`config.mk`:
```
export PLATFORM = sky130hd
export DESIGN_NAME = seg7_scan_driver
export DESIGN_NICKNAME = d
export VERILOG_FILES = /design/src/rtl/seg7_scan_driver.sv
export SDC_FILE = /design/constraint.sdc
export NUM_CORES = 1
export LEC_CHECK = 0
export CAP_MARGIN = 20
export CELL_PAD_IN_SITES_DETAIL_PLACEMENT = 0
export CELL_PAD_IN_SITES_GLOBAL_PLACEMENT = 1
export CORE_UTILIZATION = 43
export CTS_BUF_LIST = sky130_fd_sc_hd__clkbuf_8
export DETAILED_ROUTE_END_ITERATION = 16
export PLACE_DENSITY_LB_ADDON = 0.05
export SYNTH_ARGS = -nofsm -noshare
export SYNTH_HDL_FRONTEND = slang
export SYNTH_SLANG_ARGS = --single-unit
```
`constraint.sdc`:
```
create_clock -name clk_in -period 5.15 [get_ports clk_in]
set_input_delay 0.515 -clock clk_in [delete_from_list [all_inputs] [get_ports clk_in]]
set_output_delay 0.515 -clock clk_in [all_outputs]
set_load 0.01 [all_outputs]
```
`src/rtl/seg7_scan_driver.sv`:
```
// seg7_scan_driver: time-multiplexed hex driver for a common-anode
// seven-segment display, advancing one digit per scan_clk rising edge.
module seg7_scan_driver #(
   parameter int N_DIGITS = 8
) (
   input  logic                  clk_in,
   input  logic                  reset,
   input  logic                  scan_clk,
   input  logic [4*N_DIGITS-1:0] value,
   input  logic                  load,
   input  logic [N_DIGITS-1:0]   dp_mask,
   input  logic                  blank_lz,
   output logic [N_DIGITS-1:0]   anodes_n,
   output logic [6:0]            segments_n,
   output logic                  dp_n
);

   localparam logic [2:0] LAST_IDX = 3'(N_DIGITS - 1);

   logic                  scan_prev_q;
   logic                  scan_tick;
   logic [2:0]            idx_q;
   logic [2:0]            idx_d;
   logic [4*N_DIGITS-1:0] sh_value_q;
   logic [N_DIGITS-1:0]   sh_dp_q;
   logic                  sh_blz_q;
   logic [N_DIGITS-1:0]   anodes_n_q;
   logic [N_DIGITS-1:0]   anodes_n_d;
   logic [6:0]            seg_n_q;
   logic [6:0]            seg_n_d;
   logic                  dp_n_q;
   logic                  dp_n_d;
   logic [31:0]           val_pad;
   logic [7:0]            dp_pad;
   logic [8:0]            zero_from;
   logic [3:0]            nib;
   logic [7:0]            onehot;
   logic                  blanked;

   function automatic logic [6:0] hex_to_seg(input logic [3:0] h);
      logic [6:0] s;
      unique case (h)
         4'h0: s = 7'h40;
         4'h1: s = 7'h79;
         4'h2: s = 7'h24;
         4'h3: s = 7'h30;
         4'h4: s = 7'h19;
         4'h5: s = 7'h12;
         4'h6: s = 7'h02;
         4'h7: s = 7'h78;
         4'h8: s = 7'h00;
         4'h9: s = 7'h10;
         4'hA: s = 7'h08;
         4'hB: s = 7'h03;
         4'hC: s = 7'h46;
         4'hD: s = 7'h21;
         4'hE: s = 7'h06;
         4'hF: s = 7'h0E;
      endcase
      return s;
   endfunction

   assign scan_tick = scan_clk & ~scan_prev_q;

   always_comb begin
      idx_d = idx_q;
      if (scan_tick) begin
         idx_d = (idx_q == LAST_IDX) ? 3'd0 : idx_q + 3'd1;
      end
   end

   // zero_from[i]: nibbles i and above are all zero (padding counts as zero)
   always_comb begin
      val_pad      = 32'(sh_value_q);
      dp_pad       = 8'(sh_dp_q);
      zero_from    = '0;
      zero_from[8] = 1'b1;
      for (int i = 7; i >= 0; i--) begin
         zero_from[i] = (val_pad[4*i +: 4] == 4'h0) & zero_from[i+1];
      end
   end

   always_comb begin
      nib        = val_pad[{idx_q, 2'b00} +: 4];
      onehot     = 8'd1 << idx_q;
      blanked    = sh_blz_q && (idx_q != 3'd0) && zero_from[{1'b0, idx_q}];
      anodes_n_d = ~onehot[N_DIGITS-1:0];
      seg_n_d    = blanked ? 7'h7F : hex_to_seg(nib);
      dp_n_d     = ~dp_pad[idx_q];
   end

   always_ff @(posedge clk_in) begin
      if (reset) begin
         scan_prev_q <= 1'b0;
         idx_q       <= 3'd0;
         sh_value_q  <= '0;
         sh_dp_q     <= '0;
         sh_blz_q    <= 1'b0;
         anodes_n_q  <= '1;
         seg_n_q     <= 7'h7F;
         dp_n_q      <= 1'b1;
      end else begin
         scan_prev_q <= scan_clk;
         idx_q       <= idx_d;
         if (load) begin
            sh_value_q <= value;
            sh_dp_q    <= dp_mask;
            sh_blz_q   <= blank_lz;
         end
         anodes_n_q <= anodes_n_d;
         seg_n_q    <= seg_n_d;
         dp_n_q     <= dp_n_d;
      end
   end

   assign anodes_n   = anodes_n_q;
   assign segments_n = seg_n_q;
   assign dp_n       = dp_n_q;

endmodule

```
---- Yosys cells after proc, flatten, opt, wreduce, memory -nomap -nowiden ----
Memories as Yosys holds them, arrays and structs flattened. A register that Yosys moved wholly into a read port is not among the register bits.
Cells that the tools add are included.
cells by class
  muxes and demuxes ....................... 5
  add/subtract/negate cells ............... 1
  equal/unequal tests ..................... 1
  bitwise operators ....................... 11
  reduce and logical (&&, ||, !) cells .... 12
  magnitude comparators ................... 2
  shift operators ......................... 2
  div/mod/pow operators ................... 0
  $mul .................................... 0
operators with widths
  operator               count
  $logic_not A4 Y1       8
  $shiftx A32 B6 Y4      1
  $and A1 B1 Y1          8
  $not A8 Y8             1
  $shl A1 B3 Y8 const A  1
  $bmux W1 S3            2
  $lt A3 B5 Y1 const B   1
  $lt A3 B4 Y1 const B   1
  $add A3 B1 Y3 const B  1
  $eq A3 B3 Y1 const B   1
  $mux W3                1
  $reduce_bool A3 Y1     1
  $logic_and A1 B1 Y1    2
  $mux W1                2
  $not A1 Y1             2
  $reduce_or A2 Y1       1
storage, ports and cells
  word-level logic and storage cells ...... 42
  ROM bits ................................ 112
  memories ................................ 1
  latch bits .............................. 0
  bits in writable memories ............... 0
  input bits .............................. 45
  register bits after elaboration ......... 54
memory list
  name             depth  width  rd ports  clocked after Yosys merged registers in  wr ports  RTL line  RTL
  (no name shown)  16     7      1         1                                        0         42        unique case (h)

---- Logic depth before layout (Yosys ltp) ----
  depth after elaboration ................. 12
  gate-level depth with buffers ........... 9
  depth with buffers taken out ............ 7

---- Worst setup path before layout ----
No wires, ideal clock.
  path kind ............................... register to register
  start ................................... reg idx_q[0]
  end ..................................... reg seg_n_q[5] (netlist: segments_n[5])
  path slack .............................. 2.842 ns
  library setup time ...................... 0.150 ns
  stages on the path, launching flop included .. 10
  buffers on the path ..................... 2
  period minus slack after synthesis ...... 2.308 ns
  data arrival time ....................... 2.159 ns
  required time ........................... 5.000 ns
  path through ............................ dfxtp_1 -> buf_6 -> buf_4 -> mux4_2 -> mux2i_2 -> inv_2 -> ha_1 -> mux2_4 -> nand2_1 -> o211ai_1
between the ends
  word-level cells in the longest chain between the ends .. 4
  elaborated cells between the ends (all ways) .. 7
  classes of those cells .................. shift: 1; mux: 2; reduce/logical: 4
ends and longest elaborated chain
  element                                                               RTL line  RTL
  start, declared                                                       22        logic [2:0] idx_q;
  start signal, assigned                                                104       idx_q <= idx_d;
  $bmux W1 S3 or $reduce_bool A3 Y1 (tied branches)                     86        blanked = sh_blz_q && (idx_q != 3'd0) && zero_from[{1'b0, idx_q}];
  $mux W1 (not written as such) or $logic_and A1 B1 Y1 (tied branches)  86
  $logic_and A1 B1 Y1                                                   86
  $reduce_or A2 Y1 (no source line)                                     -
  end, declared                                                         29        logic [6:0] seg_n_q;
Several ways; a longest one is shown, not always the timed one. The select of a mux whose other input is x is not followed.
A chain may end at the register's enable or synchronous reset.

---- Worst setup path in the final report ----
Same ends and word-level chain as after synthesis.

==> run summary <==
vias in the first global route: 1920
CTS Sinks: 61
drc violations: 0
GRT Overall Usage: 0.193
Final Hold Viols: 0
power after layout: 1.17 mW
Power per Cell Area: 330 nW/um^2
Post-CTS Setup Bufs: 0
Post-synth EDFFs: 0
post-route ant nets: 0
Synth Warn #: 0
placed insts: 382
static leakage: 1.48 nW
critical path endpoint category: register
largest net degree at the start of global routing: 52
syn nets: 317
worst endpoint required time: 5.33 ns
Port Buf Inserts: 60
Async S/R FF share, synth: 0
hold buffer count at CTS: 0
Remaining Overflow, GRT: 0
Max Fclk: 373 MHz
via count: 2032
CTS H-tree lvls: 3
WHS: 0.496 ns
Starting DRT DRC Count: 99
startpoint types: register
Worst-path clk slew: 0.07 ns
Seq/Total Area, Yosys: 0.450
status: finished, final reports clean
Layout Nets: 375
Synth Register Bits: 61
maximum root-to-sink buffer count: 2
mean number of vias per cell: 5.12
Root Driver: clkbuf_8
FILL cells: 529
Max Cap Viol: 0
Worst-Skew Late Latency: 0.34 ns
die area: 6640 sq um
area leader, netlist: dfxtp_1
Rows: 28
RePlAce Congestion: 0.835
worst min path class: register to register
initial antenna violation count: 0
Slew Viols, Final: 0
Ports: 61
Fin Setup TNS: 0 ns
Peak supply drop: 0.000213 V
ANT cells: 0
synth unique cells: 32
post-CTS resize count: 0
Tcrit/Tclk final: 0.521
Mapped Area: 2720 sq um
drt first pass iters: 4
final wirelength: 5780 um
Synth Area per Inst: 10.4 sq um
first-pass GRT wire length: 9270 um
Cell Count, Final, Fillers Out: 397
Final HPWL DP: 3990 um
critical path class: register to register
Most used DFF post-synth: dfxtp_1
DIE HEIGHT: 81.5 um
Setup Viol. Count Final: 0
Die Wd: 81.5 um
CTS buffer count: 9
Final min period: 2.68 ns
RSZ-0062 raised after global routing: no
Max FO, Critical Path: 16
Area contributors post-synth: dfxtp_1, mux2i_1, mux4_2
most frequent cells in the layout: dfxtp_1, clkdlybuf4s50_1, nor2_1
area delta synth->final: 31.1%
synthesized instance count: 260
Yosys top cell area share: 0.450
slew at the pin closest to its max-slew limit: 0.771 ns
most common cell after layout, fill and taps aside: dfxtp_1
PnR worst setup slack: 2.47 ns
mean routed wirelength per cell: 14.6 um
TritonCTS clock tree: built
Initial Utilization: 0.453
Worst Skew: 0.00879 ns
CP Data Arrival Time: 2.86 ns
layout cell share with drive strength beyond 1: 0.112
DP Worst Slack: 2.45 ns
core box area: 5990 sq um
Relative slew margins: 0.485
-- per-layer routing --
layer  up-vias  global-route usage  part of all wire
met4         0              0.0804             0.016
met1       940               0.235              0.45
met5         -                   0                 0
met3        13              0.0733             0.060
li1       1021                   -                 -
met2        58               0.305              0.48
-- layout make-up --
| cell class | instances | area [sq um] | share of cell area |
|---|---|---|---|
| clock buffer | 10 | 138 | 0.0387 |
| timing repair buffer | 62 | 611 | 0.172 |
| clock inverter | 5 | 76.3 | 0.0214 |
| multi-input combinational | 176 | 1390 | 0.390 |
| inverter | 8 | 30.0 | 0.00844 |
| tap | 75 | 93.8 | 0.0264 |
| sequential | 61 | 1220 | 0.343 |
-- worst paths after layout --
path,startpoint,to,slack [ns],cells after the start
min,dp_pad[1]$_SDFFE_PP0P_,dp_pad[1]$_SDFFE_PP0P_,0.50,2
max,idx_q[0]$_SDFFE_PP0P_,segments_n[5]$_SDFF_PP1_,2.47,7
min reg2reg,dp_pad[1]$_SDFFE_PP0P_,dp_pad[1]$_SDFFE_PP0P_,0.50,2
max reg2reg,idx_q[0]$_SDFFE_PP0P_,segments_n[5]$_SDFF_PP1_,2.47,7
-- critical path: stages (launching register included) --
cell,delay [ns]
dfxtp_1,0.82
mux4_2,0.60
mux2i_2,0.32
inv_2,0.11
ha_1,0.25
mux2_4,0.27
nand2_1,0.06
o211ai_1,0.08
-- sequential cells by signal (all words and copies together) (netlist names) --
register     count
dp_n             1
anodes_n         8
idx_q            3
scan_prev_q      1
sh_blz_q         1
segments_n       7
sh_value_q      32
dp_pad           8
-- power by group --
part	internal [mW]	switching (mW)	leakage (nW)
Sequential	0.504	0.0264	0.504
Clock	0.280	0.179	0.110
Combinational	0.107	0.0788	0.869
Total	0.891	0.284	1.48
-- stage by stage --
step,area (sq um),utilization
2_1_floorplan,2720,-
3_3_place_gp,3340,0.558
3_5_place_dp,3340,0.558
4_1_cts,3560,0.594
5_1_grt,3560,0.594
6_report,3560,0.594
-- Yosys cell counts (all sizes together), types with 2 or more instances --
library cell and number:
inv 8, nand3 2, dfxtp 61, mux4 10, nor2 52, mux2i 45
o211ai 5, buf 3, mux2 4, ha 12, nand2b 4, nor4 6
a211oi 3, nor2b 2, o21ai 6, a21oi 5, clkbuf 12, nand2 11
-- cells by family (layout without fill, tap and decap cells) --
group                    Yosys count  in the layout  synth area share
AND/OR/NAND/NOR                   81             81             0.129
flip-flops                        61             61             0.450
multiplexers                      59             59             0.270
AO/OA/AOI/OAI                     24             24            0.0571
buffers and inverters             23             85            0.0387
adder cells (fa/ha/maj)           12             12            0.0553
No activity file was read; power rests on OpenSTA's default activity.
